==> config.mk <==
export PLATFORM = sky130hd
export DESIGN_NAME = song_player
export DESIGN_NICKNAME = d
export VERILOG_FILES = /design/src/rtl/song_player.sv
export SDC_FILE = /design/constraint.sdc
export NUM_CORES = 1
export LEC_CHECK = 0
export ABC_CLOCK_PERIOD_IN_PS = 3600
export BUFFER_PORTS_ARGS = -buffer_cell sky130_fd_sc_hd__buf_2
export CAP_MARGIN = 20
export CORE_MARGIN = 5
export CORE_UTILIZATION = 40
export CTS_CLUSTER_DIAMETER = 200
export CTS_CLUSTER_SIZE = 10
export DETAILED_ROUTE_END_ITERATION = 16
export SYNTH_ARGS = -nofsm -noshare
export SYNTH_HDL_FRONTEND = slang
export SYNTH_SLANG_ARGS = --single-unit
==> constraint.sdc <==
create_clock -name clk -period 3.6 [get_ports clk]
set_input_delay 0.36 -clock clk [delete_from_list [all_inputs] [get_ports clk]]
set_output_delay 0.36 -clock clk [all_outputs]
set_load 0.03 [all_outputs]
==> src/rtl/song_player.sv <==
// ---------------------------------------------------------------------------
// song_player
//
// Plays one of four fixed songs from an internal ROM to a buzzer and a
// 7-LED bar. Each ROM entry is {note[3:0], dur[1:0]}: the note sounds for
// (dur+1) beats minus a short silent gap, then the next entry is fetched.
// Note 4'hF marks the end of a song. Address 31 also ends the song.
// Notes 8..14 are played as rests that keep their normal length.
//
// Parameters
//   TICKS_PER_BEAT  clk cycles per beat (>= 4)
//   GAP_TICKS       silent cycles closing every note (1 .. TICKS_PER_BEAT-1)
//
// Ports
//   clk          system clock
//   reset        asynchronous, active-low reset
//   enable       auto-play mode; low forces IDLE and forgets the position
//   song_select  raw buttons: bit1 = next song, bit0 = previous song
//   note_out     registered buzzer note, 0 = rest, 1..7 = do..si
//   led_out      one-hot led_out[note_out-1] for notes 1..7, else 0
//   song_idx     current song number
//   playing      high while in PLAY or GAP
//   done         one-cycle pulse when a song finishes
//   state_dbg    current FSM state (IDLE=0, PLAY=1, GAP=2, DONE=3)
//
// Build option
//   SONG_LOOP_EN  when defined, an end marker restarts the same song at
//                 entry 0 instead of stopping in DONE.
//
// Button handshake: a button press is recognised on the rising edge of its
// synchronised level; no acknowledge is returned. Pressing next and prev on
// the same cycle is treated as no press.
// ---------------------------------------------------------------------------
module song_player #(
  parameter int TICKS_PER_BEAT = 25_000_000,
  parameter int GAP_TICKS      = 2_500_000
) (
  input  logic       clk,
  input  logic       reset,
  input  logic       enable,
  input  logic [1:0] song_select,
  output logic [3:0] note_out,
  output logic [6:0] led_out,
  output logic [1:0] song_idx,
  output logic       playing,
  output logic       done,
  output logic [1:0] state_dbg
);

  // Wide enough to hold the longest note (4 beats).
  localparam int CW = $clog2(4 * TICKS_PER_BEAT + 1);

  typedef enum logic [1:0] {
    S_IDLE = 2'd0,
    S_PLAY = 2'd1,
    S_GAP  = 2'd2,
    S_DONE = 2'd3
  } state_t;

  state_t          state, state_nx;
  logic [4:0]      addr, addr_nx;
  logic [CW-1:0]   cnt, cnt_nx;
  logic [3:0]      note_nx;
  logic            done_nx;

  // Button synchronisers; sync3 holds the previous synchronised level.
  logic [1:0] sync1, sync2, sync3;
  logic [1:0] rise;
  logic       next_edge, prev_edge, change;

  always_ff @(posedge clk or negedge reset) begin
    if (!reset) begin
      sync1 <= 2'b00;
      sync2 <= 2'b00;
      sync3 <= 2'b00;
    end else begin
      sync1 <= song_select;
      sync2 <= sync1;
      sync3 <= sync2;
    end
  end

  assign rise      = sync2 & ~sync3;
  assign next_edge = rise[1] & ~rise[0];
  assign prev_edge = rise[0] & ~rise[1];
  assign change    = next_edge | prev_edge;

  always_ff @(posedge clk or negedge reset) begin
    if (!reset) begin
      song_idx <= 2'd0;
    end else if (next_edge) begin
      song_idx <= song_idx + 2'd1;
    end else if (prev_edge) begin
      song_idx <= song_idx - 2'd1;
    end
  end

  // Song ROM. Unlisted locations read as end markers.
  function automatic logic [5:0] rom_entry(input logic [1:0] song,
                                           input logic [4:0] a);
    logic [5:0] r;
    r = {4'hF, 2'd0};
    case ({song, a})
      {2'd0, 5'd0}: r = {4'd3,  2'd1};
      {2'd0, 5'd1}: r = {4'd5,  2'd0};
      {2'd0, 5'd2}: r = {4'd1,  2'd0};
      {2'd0, 5'd3}: r = {4'd7,  2'd2};
      {2'd1, 5'd0}: r = {4'd2,  2'd0};
      {2'd1, 5'd1}: r = {4'd4,  2'd0};
      {2'd2, 5'd0}: r = {4'd9,  2'd0};
      {2'd2, 5'd1}: r = {4'd6,  2'd1};
      {2'd2, 5'd2}: r = {4'd8,  2'd0};
      {2'd2, 5'd3}: r = {4'd1,  2'd0};
      {2'd3, 5'd0}: r = {4'd5,  2'd0};
      {2'd3, 5'd1}: r = {4'd7,  2'd3};
      {2'd3, 5'd2}: r = {4'd14, 2'd1};
      {2'd3, 5'd3}: r = {4'd2,  2'd0};
      default:      r = {4'hF,  2'd0};
    endcase
    return r;
  endfunction

  logic [5:0]    entry;
  logic [3:0]    entry_note;
  logic [1:0]    entry_dur;
  logic          is_end;
  logic [CW-1:0] play_len;
  logic [CW-1:0] gap_last;

  assign entry      = rom_entry(song_idx, addr);
  assign entry_note = entry[5:2];
  assign entry_dur  = entry[1:0];
  assign is_end     = (entry_note == 4'hF) || (addr == 5'd31);
  assign gap_last   = CW'(GAP_TICKS - 1);

  // Sounding part of the note: whole beats minus the closing gap.
  always_comb begin
    play_len = CW'(TICKS_PER_BEAT - GAP_TICKS);
    case (entry_dur)
      2'd0: play_len = CW'(TICKS_PER_BEAT - GAP_TICKS);
      2'd1: play_len = CW'(2 * TICKS_PER_BEAT - GAP_TICKS);
      2'd2: play_len = CW'(3 * TICKS_PER_BEAT - GAP_TICKS);
      2'd3: play_len = CW'(4 * TICKS_PER_BEAT - GAP_TICKS);
      default: play_len = CW'(TICKS_PER_BEAT - GAP_TICKS);
    endcase
  end

  always_ff @(posedge clk or negedge reset) begin
    if (!reset) begin
      state    <= S_IDLE;
      addr     <= 5'd0;
      cnt      <= '0;
      note_out <= 4'd0;
      done     <= 1'b0;
    end else begin
      state    <= state_nx;
      addr     <= addr_nx;
      cnt      <= cnt_nx;
      note_out <= note_nx;
      done     <= done_nx;
    end
  end

  // note_nx is the note for the next cycle; it is only non-zero while a
  // real note is sounding in PLAY, so leaving PLAY silences the buzzer.
  always_comb begin
    state_nx = state;
    addr_nx  = addr;
    cnt_nx   = cnt;
    note_nx  = 4'd0;
    done_nx  = 1'b0;
    if (!enable) begin
      state_nx = S_IDLE;
      addr_nx  = 5'd0;
      cnt_nx   = '0;
    end else if (change) begin
      // A song change aborts whatever is playing and starts the new song.
      state_nx = S_PLAY;
      addr_nx  = 5'd0;
      cnt_nx   = '0;
    end else begin
      case (state)
        S_IDLE: begin
          state_nx = S_PLAY;
          addr_nx  = 5'd0;
          cnt_nx   = '0;
        end
        S_PLAY: begin
          if (is_end) begin
`ifdef SONG_LOOP_EN
            state_nx = S_PLAY;
            addr_nx  = 5'd0;
            cnt_nx   = '0;
`else
            state_nx = S_DONE;
            done_nx  = 1'b1;
`endif
          end else begin
            note_nx = (entry_note <= 4'd7) ? entry_note : 4'd0;
            if (cnt == play_len - CW'(1)) begin
              state_nx = S_GAP;
              cnt_nx   = '0;
            end else begin
              cnt_nx = cnt + CW'(1);
            end
          end
        end
        S_GAP: begin
          if (cnt == gap_last) begin
            state_nx = S_PLAY;
            addr_nx  = addr + 5'd1;
            cnt_nx   = '0;
          end else begin
            cnt_nx = cnt + CW'(1);
          end
        end
        S_DONE: begin
          state_nx = S_DONE;
        end
        default: begin
          state_nx = S_IDLE;
        end
      endcase
    end
  end

  always_comb begin
    led_out = 7'd0;
    if (note_out != 4'd0 && note_out <= 4'd7) begin
      led_out = 7'd1 << (note_out[2:0] - 3'd1);
    end
  end

  assign playing   = (state == S_PLAY) || (state == S_GAP);
  assign state_dbg = state;

endmodule

### Word-level counts from Yosys, hierarchy flattened

Cells that the tools add are included.

* eq/ne operators: 28
* add/sub/neg operators: 6
* shift operators: 1
* bitwise gates (word level): 7
* multiplexer cells: 30
* magnitude comparators: 2
* reductions and logical operators: 14

Operator list (number)
* two-way mux 27 bit: 5
* case mux 27 bit (4 select lines): 1
* case mux 27 bit (3 select lines): 1
* case mux 6 bit (11 select lines): 1
* == test 7 bit, second input constant: 8
* adder 27 x 1 -> 27 bit, second input constant: 1
* == test 27 x 22 -> 1 bit, second input constant: 1
* == test 27 bit: 1
* subtractor 27 x 1 -> 27 bit, second input constant: 1
* two-way mux 4 bit: 5
* two-way mux 5 bit: 3
* == test 7 x 2 -> 1 bit, second input constant: 2
* == test 7 x 6 -> 1 bit, second input constant: 2
* two-way mux 2 bit: 7
* case mux 5 bit (2 select lines): 1
* == test 2 bit, second input constant: 4
* <= comparator 4 x 3 -> 1 bit, second input constant: 2
* != test 4 bit, second input constant: 2
* case mux 2 bit (4 select lines): 1
* == test 7 x 1 -> 1 bit, second input constant: 1
* logical NOT 7 bit: 1
* two-way mux 7 bit: 1
* << shifter 1 x 3 -> 7 bit, first input constant: 1
* AND reduction 2 bit: 3
* other kinds (22): 32

* bits of input ports: 5
* word-level logic and storage cells: 97
* register bits: 47
* output and inout port bits: 17

### Logic depth before layout (Yosys ltp)

* depth after elaboration: 12
* gate-level depth with buffers: 15
* depth with buffers taken out: 13

### Worst setup path before layout

OpenSTA, ideal clock, no wires.

* kind: reg2reg
* start point: register song_idx[0]
* end point: register cnt[17]
* data required time: 3.449 ns
* arrival time: 3.258 ns
* clock period less this slack: 3.409 ns
* setup time: 0.151 ns
* path slack: 0.191 ns
* cell stages (with the launch flop): 14
* path buffers: 2
* cell sequence: dfrtp_1 buf_2 nand2b_1 nor2_1 a31oi_1 or2_2 ha_1 xor2_1 or4_1 a221oi_1 a31oi_1 buf_2 o21ai_0 o221ai_1

* cells in the longest elaborated chain, start to end: 12
* elaborated cells between the ends (all ways): 34
* those cells by class: 1 x add/sub; 19 x eq/ne; 7 x mux; 7 x reduce/logical

Ends and longest elaborated chain
* start: declaration: RTL line 44 `output logic [1:0] song_idx,`
* start signal: assignment: RTL line 92 `song_idx <= song_idx + 2'd1;`
* start signal: assignment: RTL line 94 `song_idx <= song_idx - 2'd1;`
* == test 7 bit, or another cell as far along: RTL line 103 `case ({song, a})`
* OR reduction 2 bit (no line)
* case mux 6 bit (11 select lines) *: RTL line 103
* == test 2 bit, or another cell as far along: RTL line 139 `case (entry_dur)`
* case mux 27 bit (4 select lines): RTL line 139
* subtractor 27 x 1 -> 27 bit: RTL line 200 `if (cnt == play_len - CW'(1)) begin`
* == test 27 bit: RTL line 200
* two-way mux 27 bit: RTL line 200
* two-way mux 27 bit: RTL line 189 `if (is_end) begin`
* case mux 27 bit (3 select lines): RTL line 182 `case (state)`
* two-way mux 27 bit: RTL line 176 `end else if (change) begin`
* two-way mux 27 bit: RTL line 172 `if (!enable) begin`
* end signal: assignment: RTL line 158 `cnt <= cnt_nx;`
* end: declaration: RTL line 62 `logic [CW-1:0] cnt, cnt_nx;`

Mark *: on every way between the ends. The rest lies on a longest branch, timed or not. The select of a mux whose other input is x is not followed.
A chain may end at the register's enable or synchronous reset.

### Worst setup path after layout

* start point: register addr[0]
* end point: register cnt[7]

* cells in the longest elaborated chain, start to end: 12
* elaborated cells between the ends (all ways): 35
* those cells by class: 1 x add/sub; 20 x eq/ne; 7 x mux; 7 x reduce/logical

Ends and longest elaborated chain
* start: declaration: RTL line 61 `logic [4:0] addr, addr_nx;`
* start signal: assignment: RTL line 157 `addr <= addr_nx;`
* == test 7 bit, or another cell as far along: RTL line 103
* OR reduction 2 bit (no line)
* case mux 6 bit (11 select lines): RTL line 103
* == test 2 bit, or another cell as far along: RTL line 139
* case mux 27 bit (4 select lines): RTL line 139
* subtractor 27 x 1 -> 27 bit: RTL line 200
* == test 27 bit: RTL line 200
* two-way mux 27 bit: RTL line 200
* two-way mux 27 bit: RTL line 189
* case mux 27 bit (3 select lines): RTL line 182
* two-way mux 27 bit: RTL line 176
* two-way mux 27 bit: RTL line 172

Parallel ways exist; a longest one is shown, timed or not. The select of a mux whose other input is x is not followed.

==> metrics <==
status complete, no violations; # resized after CTS 0; Worst-Skew Late Latency 310 ps; clk buf depth 2; sequential area share after synthesis 34.8%; Post-Synth Simple-Gate Area 29.4%; Final setup viols 0; NumNets Final 427; DR WL/cell 17.3 microns; Post-synth EDFFs 0; Core Footprint 8220 sq um; asr flop ratio synth 100%; drt pass-1 iters 4; fin. max-slew vios 0; DRC viols 0; post-synthesis cell area 3380 sq um; part of the cycle the worst path needs 93.7%; Starting Density 41.1%; minimum clock period 3370 ps; vias in the first global route 3025; antenna violations before repair 0; synthesis warning total 0; Synth Area in Adders 5.92%; Post-CTS Setup Repair Bufs 0; leading post-synthesis cells by cell area dfrtp_1, ha_1, nand2_1, nand4_1, o2111ai_1; critical path's largest stage delay 460 ps; hold_buf cts 0; Post-Syn Instances 393; mux share of post-synthesis cell area 1.18%; drt first-iter violations 215; net count after synthesis 414; # rows 33; Total Wirelength 8.85 mm; critical path required time 3780 ps; GRT Resource Usage Total 17.7%; top cell type's share of synthesized area 34.8%; Root Buffer clkbuf_8; IO buf count 21; largest family of logic cells by synthesized area simple AND/OR/NAND/NOR gates; CP endpoint kind register; area leader, netlist dfrtp_1; Final Hold Violating Endpoints 0; startpoint types register; maxcap violations 0; largest net degree at the start of global routing 26; count leader, synth dfrtp_1; total negative slack 0 ps; Setup CP Type register to register; first-pass GRT wire length 14.9 mm; PwrDens 439 nW/um^2; commonest cells in the netlist dfrtp_1, nand2_1, nor2_1; Post-Synth XOR/XNOR Area 1.30%; CTS buffer count 5; layout cell share with drive strength beyond 1 16.5%; relative slew slack 52.9%; CTS tree built; H-tree Lvls 2; grt ovf 0; chip height 102 microns; Top FF cell, synth dfrtp_1; IO Pins 22; GP Congestion 0.881; CTS sink count 47; Max Clock Freq 0.296 GHz; Seq cells post-synth 47; diodes inserted 0; worst path cell trace ha_1, nand2b_1, nor2_1, a31oi_1, or2_2, ha_1, xor2_1, or4_1, a221oi_4, a31oi_4, buf_4, o2111ai_1, o221ai_1; DPL Wire Length 6.31 mm; Static Leak 1.55 nW; Compound-Gate Fraction of Synth Area 21.1%; Yosys cell types 58; critical path's slowest cell or4_1; die width 102 microns; maximum vdd drop 0.000229 V; DIE AREA 10400 sq um; Area Overhead vs Synth 10.5%; clk slew on worst S/H paths 110 ps; Routed Antenna Nets 0; Finished Core Util 45.5%; Critical Path Most Common Cell ha_1; Worst Max-Slew Pin Slew 703 ps; Critical Path AT 3550 ps; Final Total Pwr 1.64 mW; RSZ-0062 raised after global routing no; Avg Inst Size Synth 8.60 sq um; crit-path max FO 8; total number of vias 3157; mean number of vias per cell 6.17; Hold WC Path Type input port to asynchronous set/reset pin; Clock Skew 12.8 ps
==> kinds of logic after synthesis <==
family / count (synthesis)
flops: 47
other cells: 1
buf+inv: 45
simple gates: 183
compound gates: 92
xor+xnor: 5
mux: 4
fa+ha+maj: 16
==> state kept, by name (all words and copies together), names as in the netlist <==
register   cells
addr           5
cnt           27
done           1
note_out       4
song_idx       2
state_dbg      2
sync1          2
sync2          2
sync3          2
==> through the flow <==
step | cells | hold slack [ps] | setup WS, ps | area, sq um
after global routing | 512 | 52.3 | 6.24 | 3730
after detailed placement | 504 | 335 | 85.5 | 3580
after floorplan | 393 | 64.4 | 191 | 3380
after CTS | 512 | 25.3 | 37.3 | 3700
final | 512 | 12.4 | 227 | 3730
after global placement | 504 | 333 | 186 | 3580
==> worst max-delay path: cells and delay by family (launching register included) <==
| family | cells | cell delay, ps |
|---|---|---|
| AOI/OAI and AO/OA | 5 | 990 |
| xor gates and xnor gates | 1 | 150 |
| adders and majority gates | 2 | 450 |
| buffers and inverters | 1 | 230 |
| DFF | 1 | 440 |
| and+or+nand+nor | 4 | 990 |
==> where the power goes <==
| group | switching (mW) | internal [mW] | leakage [nW] |
|---|---|---|---|
| registers | 0.0407 | 0.558 | 0.633 |
| clock network | 0.206 | 0.210 | 0.0548 |
| logic | 0.414 | 0.211 | 0.863 |
==> layout by cell type, fill, tap and decap left out, types with 6 or more instances in the layout <==
cell and instances:
nor2b_1 6, dfrtp_1 47, nand2b_1 7, nand3_1 14, nand2_1 46, o21ai_0 14
inv_1 15, o2111ai_1 12, o31ai_1 6, nor3_1 8, or2_2 7, buf_2 21
and3_1 15, nor2_1 25, buf_4 15, a221oi_1 6, a211oi_1 7, nand4_1 17
ha_1 14, o211ai_1 12
==> worst paths after layout <==
kind | startpoint | endpoint | slack (ps) | cells after the start
worst max-delay path | addr[0]$_DFFE_PN0P_ | cnt[7]$_DFFE_PN0P_ | 230 | 13
worst min-delay path | reset | song_idx[1]$_DFFE_PN0P_ | 10 | 1
worst max register to register | addr[0]$_DFFE_PN0P_ | cnt[7]$_DFFE_PN0P_ | 230 | 13
worst min register to register | sync1[1]$_DFF_PN0_ | sync2[1]$_DFF_PN0_ | 360 | 0
max in group asynchronous | reset | cnt[17]$_DFFE_PN0P_ | 2830 | 2
min in group clk | song_select[1] | sync1[1]$_DFF_PN0_ | 150 | 1
==> layout make-up <==
class                   instances  area [sq um]
well taps                     105           131
clock inverters                 3          46.3
repair buffers                 36           218
flip-flops and latches         47          1180
inverters                      15          56.3
fillers                       802          4480
clock buffers                   5          68.8
multi-input cells             301          2040
==> routing by layer <==
| layer | routed length (microns) | track usage (%) | part of all wire (%) | vias to the layer above |
|---|---|---|---|---|
| met1 | 4060 | 24.5 | 46 | 1530 |
| met4 | 190 | 5.55 | 2.1 | 0 |
| met2 | 4100 | 28.0 | 46 | 107 |
| met5 | 0 | 0 | 0 | - |
| li1 | - | - | - | 1501 |
| met3 | 499 | 3.55 | 5.6 | 19 |
No activity file was read; power rests on OpenSTA's default activity.
